## src/rtl/dbg_access_arbiter_pkg.sv

```systemverilog
// Shared definitions for the or1300 debug SPR access arbiter.
// Holds FSM encoding, requester indices, SPR indices, the latched access
// payload and a saturating counter helper.
package dbg_access_arbiter_pkg;

  localparam int unsigned NUM_REQ  = 2;
  localparam int unsigned ADDR_W   = 16;
  localparam int unsigned DATA_W   = 32;
  localparam int unsigned SETTLE_W = 4;
  localparam int unsigned TMO_W    = 8;

  typedef enum logic [2:0] {
    ST_IDLE   = 3'd0,
    ST_SETTLE = 3'd1,
    ST_STROBE = 3'd2,
    ST_DONE   = 3'd3,
    ST_GAP    = 3'd4
  } state_e;

  localparam logic REQ_HOST = 1'b0;
  localparam logic REQ_MON  = 1'b1;

  localparam logic [ADDR_W-1:0] SPR_NPC  = 16'h0010;
  localparam logic [ADDR_W-1:0] SPR_DSR  = 16'h3014;
  localparam logic [ADDR_W-1:0] SPR_DRR  = 16'h3015;
  localparam logic [ADDR_W-1:0] SPR_DMR1 = 16'h3010;

  // Access captured at grant time and replayed during the strobe.
  typedef struct packed {
    logic              we;
    logic [ADDR_W-1:0] adr;
    logic [DATA_W-1:0] dat;
  } spr_access_t;

  function automatic logic [SETTLE_W-1:0] settle_inc(input logic [SETTLE_W-1:0] v);
    return (v == '1) ? v : v + SETTLE_W'(1);
  endfunction

endpackage

```

## src/rtl/dbg_rr_arbiter2.sv

```systemverilog
// Two-way round-robin grant.
// Ports: clk/rst_n, req (per-requester request), accept (grant taken this
// cycle), gnt_idx_c/gnt_valid_c (combinational grant).
// The pointer names the favoured requester and moves to the other one after
// every accepted grant.
module dbg_rr_arbiter2 (
  input  logic       clk,
  input  logic       rst_n,
  input  logic [1:0] req,
  input  logic       accept,
  output logic       gnt_idx_c,
  output logic       gnt_valid_c
);

  logic ptr;

  // Pointer side wins a tie; otherwise whoever is requesting.
  always_comb begin
    gnt_valid_c = |req;
    gnt_idx_c   = ptr;
    if (!req[ptr]) gnt_idx_c = ~ptr;
  end

  always_ff @(posedge clk or negedge rst_n) begin
    if (!rst_n)                      ptr <= 1'b0;
    else if (accept && gnt_valid_c)  ptr <= ~gnt_idx_c;
  end

endmodule

```

## src/rtl/dbg_access_arbiter.sv

```systemverilog
// Sequencer/arbiter for the or1300 external debug SPR port.
// Ports: clock/reset (async active-low); reqValid/reqWe/reqAddr/reqWData,
// holdStall, resume from the two requesters (0 = host, 1 = monitor);
// reqDone/reqError/reqRData/cpuHalted back to them; dbg_* to the debug unit.
// Flow: stall core, wait for settle, strobe one SPR access, report, one gap.
module dbg_access_arbiter
  import dbg_access_arbiter_pkg::*;
#(
  parameter int unsigned stallSettleCycles = 2,
  parameter int unsigned timeoutCycles     = 255
) (
  input  logic                        clock,
  input  logic                        reset,
  input  logic [NUM_REQ-1:0]          reqValid,
  input  logic [NUM_REQ-1:0]          reqWe,
  input  logic [NUM_REQ*ADDR_W-1:0]   reqAddr,
  input  logic [NUM_REQ*DATA_W-1:0]   reqWData,
  input  logic [NUM_REQ-1:0]          holdStall,
  input  logic [NUM_REQ-1:0]          resume,
  output logic [NUM_REQ-1:0]          reqDone,
  output logic                        reqError,
  output logic [DATA_W-1:0]           reqRData,
  output logic                        cpuHalted,
  output logic                        dbg_stall_o,
  output logic                        dbg_stb_o,
  output logic                        dbg_we_o,
  output logic [ADDR_W-1:0]           dbg_adr_o,
  output logic [DATA_W-1:0]           dbg_dat_o,
  input  logic                        dbg_ack_i,
  input  logic [DATA_W-1:0]           dbg_dat_i,
  input  logic                        dbg_bp_i
);

  localparam logic [SETTLE_W-1:0] SETTLE_TGT = SETTLE_W'(stallSettleCycles);
  localparam logic [TMO_W-1:0]    TMO_TGT    = TMO_W'(timeoutCycles);

  state_e                state, state_n;
  logic                  gnt, gnt_n;
  spr_access_t           cur, cur_n;
  logic [SETTLE_W-1:0]   settle_cnt, settle_cnt_n;
  logic [TMO_W-1:0]      tmo_cnt, tmo_cnt_n;
  logic [NUM_REQ-1:0]    done_n;
  logic                  err_n;
  logic [DATA_W-1:0]     rdata_n;
  logic                  halted_n, stall_n, stb_n, we_n;
  logic                  arb_idx_c, arb_valid_c, accept_c;

  dbg_rr_arbiter2 u_arb (
    .clk         (clock),
    .rst_n       (reset),
    .req         (reqValid),
    .accept      (accept_c),
    .gnt_idx_c   (arb_idx_c),
    .gnt_valid_c (arb_valid_c)
  );

  // The latch doubles as the address/data output register; it only changes
  // at grant, so write data is stable for the whole strobe.
  assign dbg_adr_o = cur.adr;
  assign dbg_dat_o = cur.dat;

  // Next state, next register values for all outputs.
  always_comb begin
    state_n      = state;
    gnt_n        = gnt;
    cur_n        = cur;
    tmo_cnt_n    = tmo_cnt;
    done_n       = '0;
    err_n        = 1'b0;
    rdata_n      = '0;
    accept_c     = 1'b0;
    // Counts cycles with stall already high, including the current one.
    settle_cnt_n = dbg_stall_o ? settle_inc(settle_cnt) : '0;
    // Breakpoint set dominates a simultaneous resume.
    halted_n     = dbg_bp_i | (cpuHalted & ~(|resume));

    unique case (state)
      ST_IDLE: begin
        if (arb_valid_c) begin
          accept_c  = 1'b1;
          gnt_n     = arb_idx_c;
          cur_n.we  = reqWe[arb_idx_c];
          cur_n.adr = arb_idx_c ? reqAddr[2*ADDR_W-1:ADDR_W] : reqAddr[ADDR_W-1:0];
          cur_n.dat = arb_idx_c ? reqWData[2*DATA_W-1:DATA_W] : reqWData[DATA_W-1:0];
          state_n   = ST_SETTLE;
        end
      end
      ST_SETTLE: begin
        tmo_cnt_n = '0;
        if (settle_cnt_n >= SETTLE_TGT) state_n = ST_STROBE;
      end
      ST_STROBE: begin
        tmo_cnt_n = tmo_cnt + TMO_W'(1);
        if (dbg_ack_i) begin
          state_n = ST_DONE;
          done_n  = gnt ? 2'b10 : 2'b01;
          rdata_n = cur.we ? '0 : dbg_dat_i;
        end else if (tmo_cnt_n >= TMO_TGT) begin
          state_n = ST_DONE;
          done_n  = gnt ? 2'b10 : 2'b01;
          err_n   = 1'b1;
        end
      end
      ST_DONE: state_n = ST_GAP;
      ST_GAP:  state_n = ST_IDLE;
      default: state_n = ST_IDLE;
    endcase

    stall_n = (state_n != ST_IDLE) | (|holdStall) | halted_n;
    stb_n   = (state_n == ST_STROBE);
    we_n    = stb_n & cur_n.we;
  end

  always_ff @(posedge clock or negedge reset) begin
    if (!reset) begin
      state       <= ST_IDLE;
      gnt         <= 1'b0;
      cur         <= '0;
      settle_cnt  <= '0;
      tmo_cnt     <= '0;
      reqDone     <= '0;
      reqError    <= 1'b0;
      reqRData    <= '0;
      cpuHalted   <= 1'b0;
      dbg_stall_o <= 1'b0;
      dbg_stb_o   <= 1'b0;
      dbg_we_o    <= 1'b0;
    end else begin
      state       <= state_n;
      gnt         <= gnt_n;
      cur         <= cur_n;
      settle_cnt  <= settle_cnt_n;
      tmo_cnt     <= tmo_cnt_n;
      reqDone     <= done_n;
      reqError    <= err_n;
      reqRData    <= rdata_n;
      cpuHalted   <= halted_n;
      dbg_stall_o <= stall_n;
      dbg_stb_o   <= stb_n;
      dbg_we_o    <= we_n;
    end
  end

endmodule

```

## config.mk

```make
export PLATFORM = sky130hd
export DESIGN_NAME = dbg_access_arbiter
export DESIGN_NICKNAME = d
export VERILOG_FILES = /design/src/rtl/dbg_access_arbiter_pkg.sv /design/src/rtl/dbg_rr_arbiter2.sv /design/src/rtl/dbg_access_arbiter.sv
export SDC_FILE = /design/constraint.sdc
export NUM_CORES = 1
export LEC_CHECK = 0
export BUFFER_PORTS_ARGS = -buffer_cell sky130_fd_sc_hd__buf_2
export CELL_PAD_IN_SITES_DETAIL_PLACEMENT = 0
export CELL_PAD_IN_SITES_GLOBAL_PLACEMENT = 1
export CORE_MARGIN = 2
export CORE_UTILIZATION = 36
export DETAILED_ROUTE_END_ITERATION = 8
export PLACE_DENSITY = 0.93
export SYNTH_ARGS = -nofsm -noshare
export SYNTH_HDL_FRONTEND = slang
export SYNTH_SLANG_ARGS = --single-unit
```

## constraint.sdc

```tcl
create_clock -name clock -period 3.3 [get_ports clock]
set_input_delay 0.33 -clock clock [delete_from_list [all_inputs] [get_ports clock]]
set_output_delay 0.33 -clock clock [all_outputs]
set_load 0.03 [all_outputs]
```

==> results.yml <==
drt:
  ant_nets: 0
  vias: 3720
  vias_per_cell: 4.993
  drcViolationCount: 0
  wl_per_cell_um: 15.58
  first_iter_violations: 320
  drt_first_pass_iters: 8
  drt_wl_total_um: 11610
synth:
  seq_area_frac_synth_pct: 58.17
  synthFlopType: "dfrtp_1"
  yosysTopAreaCell: "dfrtp_1"
  synthCells: 400
  ys_types: 40
  mappedNetlistArea_mm2: 0.004517
  synth_edf_count: 0
  syn_nets: 543
  avgSynthCellArea_um2: 11.29
  yosysWarnings: 0
  async_flop_share_pct: 100.0
  synth_area_leaders: "dfrtp_1 58%, a222oi_1 11%, buf_4 8.0%, and2_1 4.6%, inv_1 4.5%"
  synth_seq_cells: 105
  synth_top_area_share_pct: 58.17
placement:
  place_congestion: 0.7548
  dp_hpwl_um: 8489
  dp.cells: 728
  portBuffers: 226
timing:
  timing.hold.ws_ns: -0.01232
  setup_viol: 0
  finalCritPeriodShare_pct: 68.01
  slew_headroom_pct: 57.81
  tns_ns: 0
  post-route-min-period_ns: 2.244
  finalClockSkew_ns: 0.007183
  fmax_mhz: 445.6
  worst_slew_pin_slew_ns: 0.6328
  rsz0062_at_grt: "no"
  hold_viol: 11
  slew_violations: 0
cts:
  insertion_delay_ns: 0.35
  clk_pin_slew_worst_paths_ns: 0.07
  cts_hold_buf: 0
  clockBufferDepth: 2
  clockRootBuffer: "clkbuf_16"
  cts.sinks: 105
  postCtsSetupBuffers: 0
  cts.htree.levels: 3
  cts_made_buffers: 9
  cts_resized: 0
  cts_tree: "built"
global_route:
  grt_overflow_total: 0
  grt_pass1_vias: 3653
  grt_max_degree: 56
  grt_pass1_wl_um: 17830
  grt_util_all_layers_pct: 17.44
  antenna_found_initial: 1
critical_path:
  cpPeakStageDelay_ns: 0.65
  reg2reg_setup_slack_ns: 1.06
  critPathKind: "flip-flop to flip-flop"
  crit_slowest_cell: "and3_2"
  setup.worst_path.end_class: "flip-flop"
  cp_cell_sequence: "nor3_1 -> and3_2 -> buf_4 -> a222oi_1 -> inv_1"
  required_ns: 3.58
  r2r_cells: 5
  worstPathArrival_ns: 2.53
  cp_max_fo: 27
  start_kind: "flip-flop"
finish:
  fill_cells: 1146
  finalNonFillerCells: 745
  fin_nets: 714
  area_growth_pct: 27.84
  drive_above_1_share_pct: 44.27
floorplan:
  coreArea_mm2: 0.01211
  initial_core_util_pct: 37.29
  row_count: 40
  die_area_mm2: 0.01346
  die-width_um: 116.0
  num_io_pins: 227
  die_h_um: 116.0
status:
  status: "complete, but fails checks"
  violations: "hold timing"
worst_hold_path:
  hp-class: "input pin to async pin"
power_and_ir_drop:
  irDropWorstVdd_uv: 417.5
  power.leakage_nw: 3.332
  power_density_mw_per_mm2: 927.5
flow_run:
  max-cap-violations: 0
## power breakdown
part	switching [mW]	internal [mW]
clock network	0.496	0.596
logic	1.56	0.744
registers	0.254	1.71
## cells in the mapped netlist, types with 2 or more instances
cell type,instances
a211oi_1,2
nor4_1,2
buf_2,5
nand4_1,3
a222oi_1,49
clkbuf_1,18
a21oi_1,7
nand3_1,2
inv_1,54
nor3_1,2
dfrtp_1,105
nand2b_1,2
and2_1,33
buf_4,48
o21ai_0,13
a31oi_1,2
xor2_1,2
nor2_1,11
nand2_1,13
xnor2_1,2
ha_1,3
and3_1,4
## stage by stage
stage               hold WS, ns  power, mW  util [%]  setup slack [ns]  instance area (µm²)
floorplan               0.03441      3.928         -             1.424                 4517
global placement         0.3848      4.202     45.18             1.187                 5472
detailed placement       0.3958      4.300     45.18             1.060                 5472
CTS                     0.01673      5.412     47.65             1.049                 5772
global route            0.04220      5.701     47.68            0.8657                 5774
finish                 -0.01232      5.356     47.68             1.056                 5774
## critical path, delay by kind of cell (launching register included)
kind	cells	cell delay [ns]
buffers and inverters	2	0.47
AND/OR/NAND/NOR	2	1.10
flip-flops	1	0.44
AO/OA/AOI/OAI	1	0.16
## state kept, by name, summed over array words and instances (netlist names)
| register | count |
|---|---|
| cpuHalted | 1 |
| cur | 1 |
| dbg_adr_o | 16 |
| dbg_dat_o | 32 |
| dbg_stall_o | 1 |
| dbg_stb_o | 1 |
| dbg_we_o | 1 |
| gnt | 1 |
| reqDone | 2 |
| reqError | 1 |
| reqRData | 32 |
| settle_cnt | 4 |
| state | 3 |
| tmo_cnt | 8 |
| u_arb.ptr | 1 |
## area by class of cell
class / count / area, µm² / area share (%)
tap: 168 / 210.2 / 3.640
clock buffer: 9 / 225.2 / 3.900
timing repair buffer: 231 / 1184 / 20.50
inverter: 54 / 202.7 / 3.510
clock inverter: 7 / 75.07 / 1.300
antenna: 1 / 2.502 / 0.04334
multi-input combinational: 170 / 1247 / 21.60
sequential: 105 / 2628 / 45.50
## cell usage in the layout (no fill, tap or decap), types with 2 or more instances in the layout
cell,n
a211oi_1,2
a21oi_1,7
a222oi_1,49
a31oi_1,2
and2_1,33
and3_1,2
and3_2,3
buf_2,225
buf_4,5
clkbuf_16,9
clkinv_2,2
dfrtp_1,105
ha_1,3
inv_1,54
inv_6,3
nand2_1,13
nand2b_1,2
nand3_1,2
nand4_1,3
nor2_1,11
nor3_1,2
nor4_1,2
o21ai_0,13
xnor2_1,2
xor2_1,2
## metal layers
| metal | up-vias | share of wire (%) | global-route usage [%] | routed length, µm |
|---|---|---|---|---|
| li1 | 1706 | - | - | - |
| met2 | 179 | 49 | 29.51 | 5696 |
| met1 | 1817 | 39 | 20.95 | 4585 |
| met3 | 18 | 9.1 | 5.073 | 1058 |
| met4 | 0 | 2.3 | 7.063 | 270 |
| met5 | - | 0 | 0 | 0 |
## worst paths after layout
kind | from | to
max | state[0] | dbg_dat_o[2]
min in group clock | dbg_ack_i | reqError
max reg2reg | state[0] | dbg_dat_o[2]
min reg2reg | gnt | reqDone[0]
max in group asynchronous | reset | tmo_cnt[1]
min | reset | reqRData[29]
## kinds of logic after synthesis
group	synth area share, %
adder cells (fa/ha/maj)	0.8311
buffers and inverters	14.52
multiplexers	0.2216
AO/OA/AOI/OAI	14.76
AND/OR/NAND/NOR	10.72
flip-flops	58.17
XOR/XNOR	0.7758
Power figures use the tool's default switching activity.
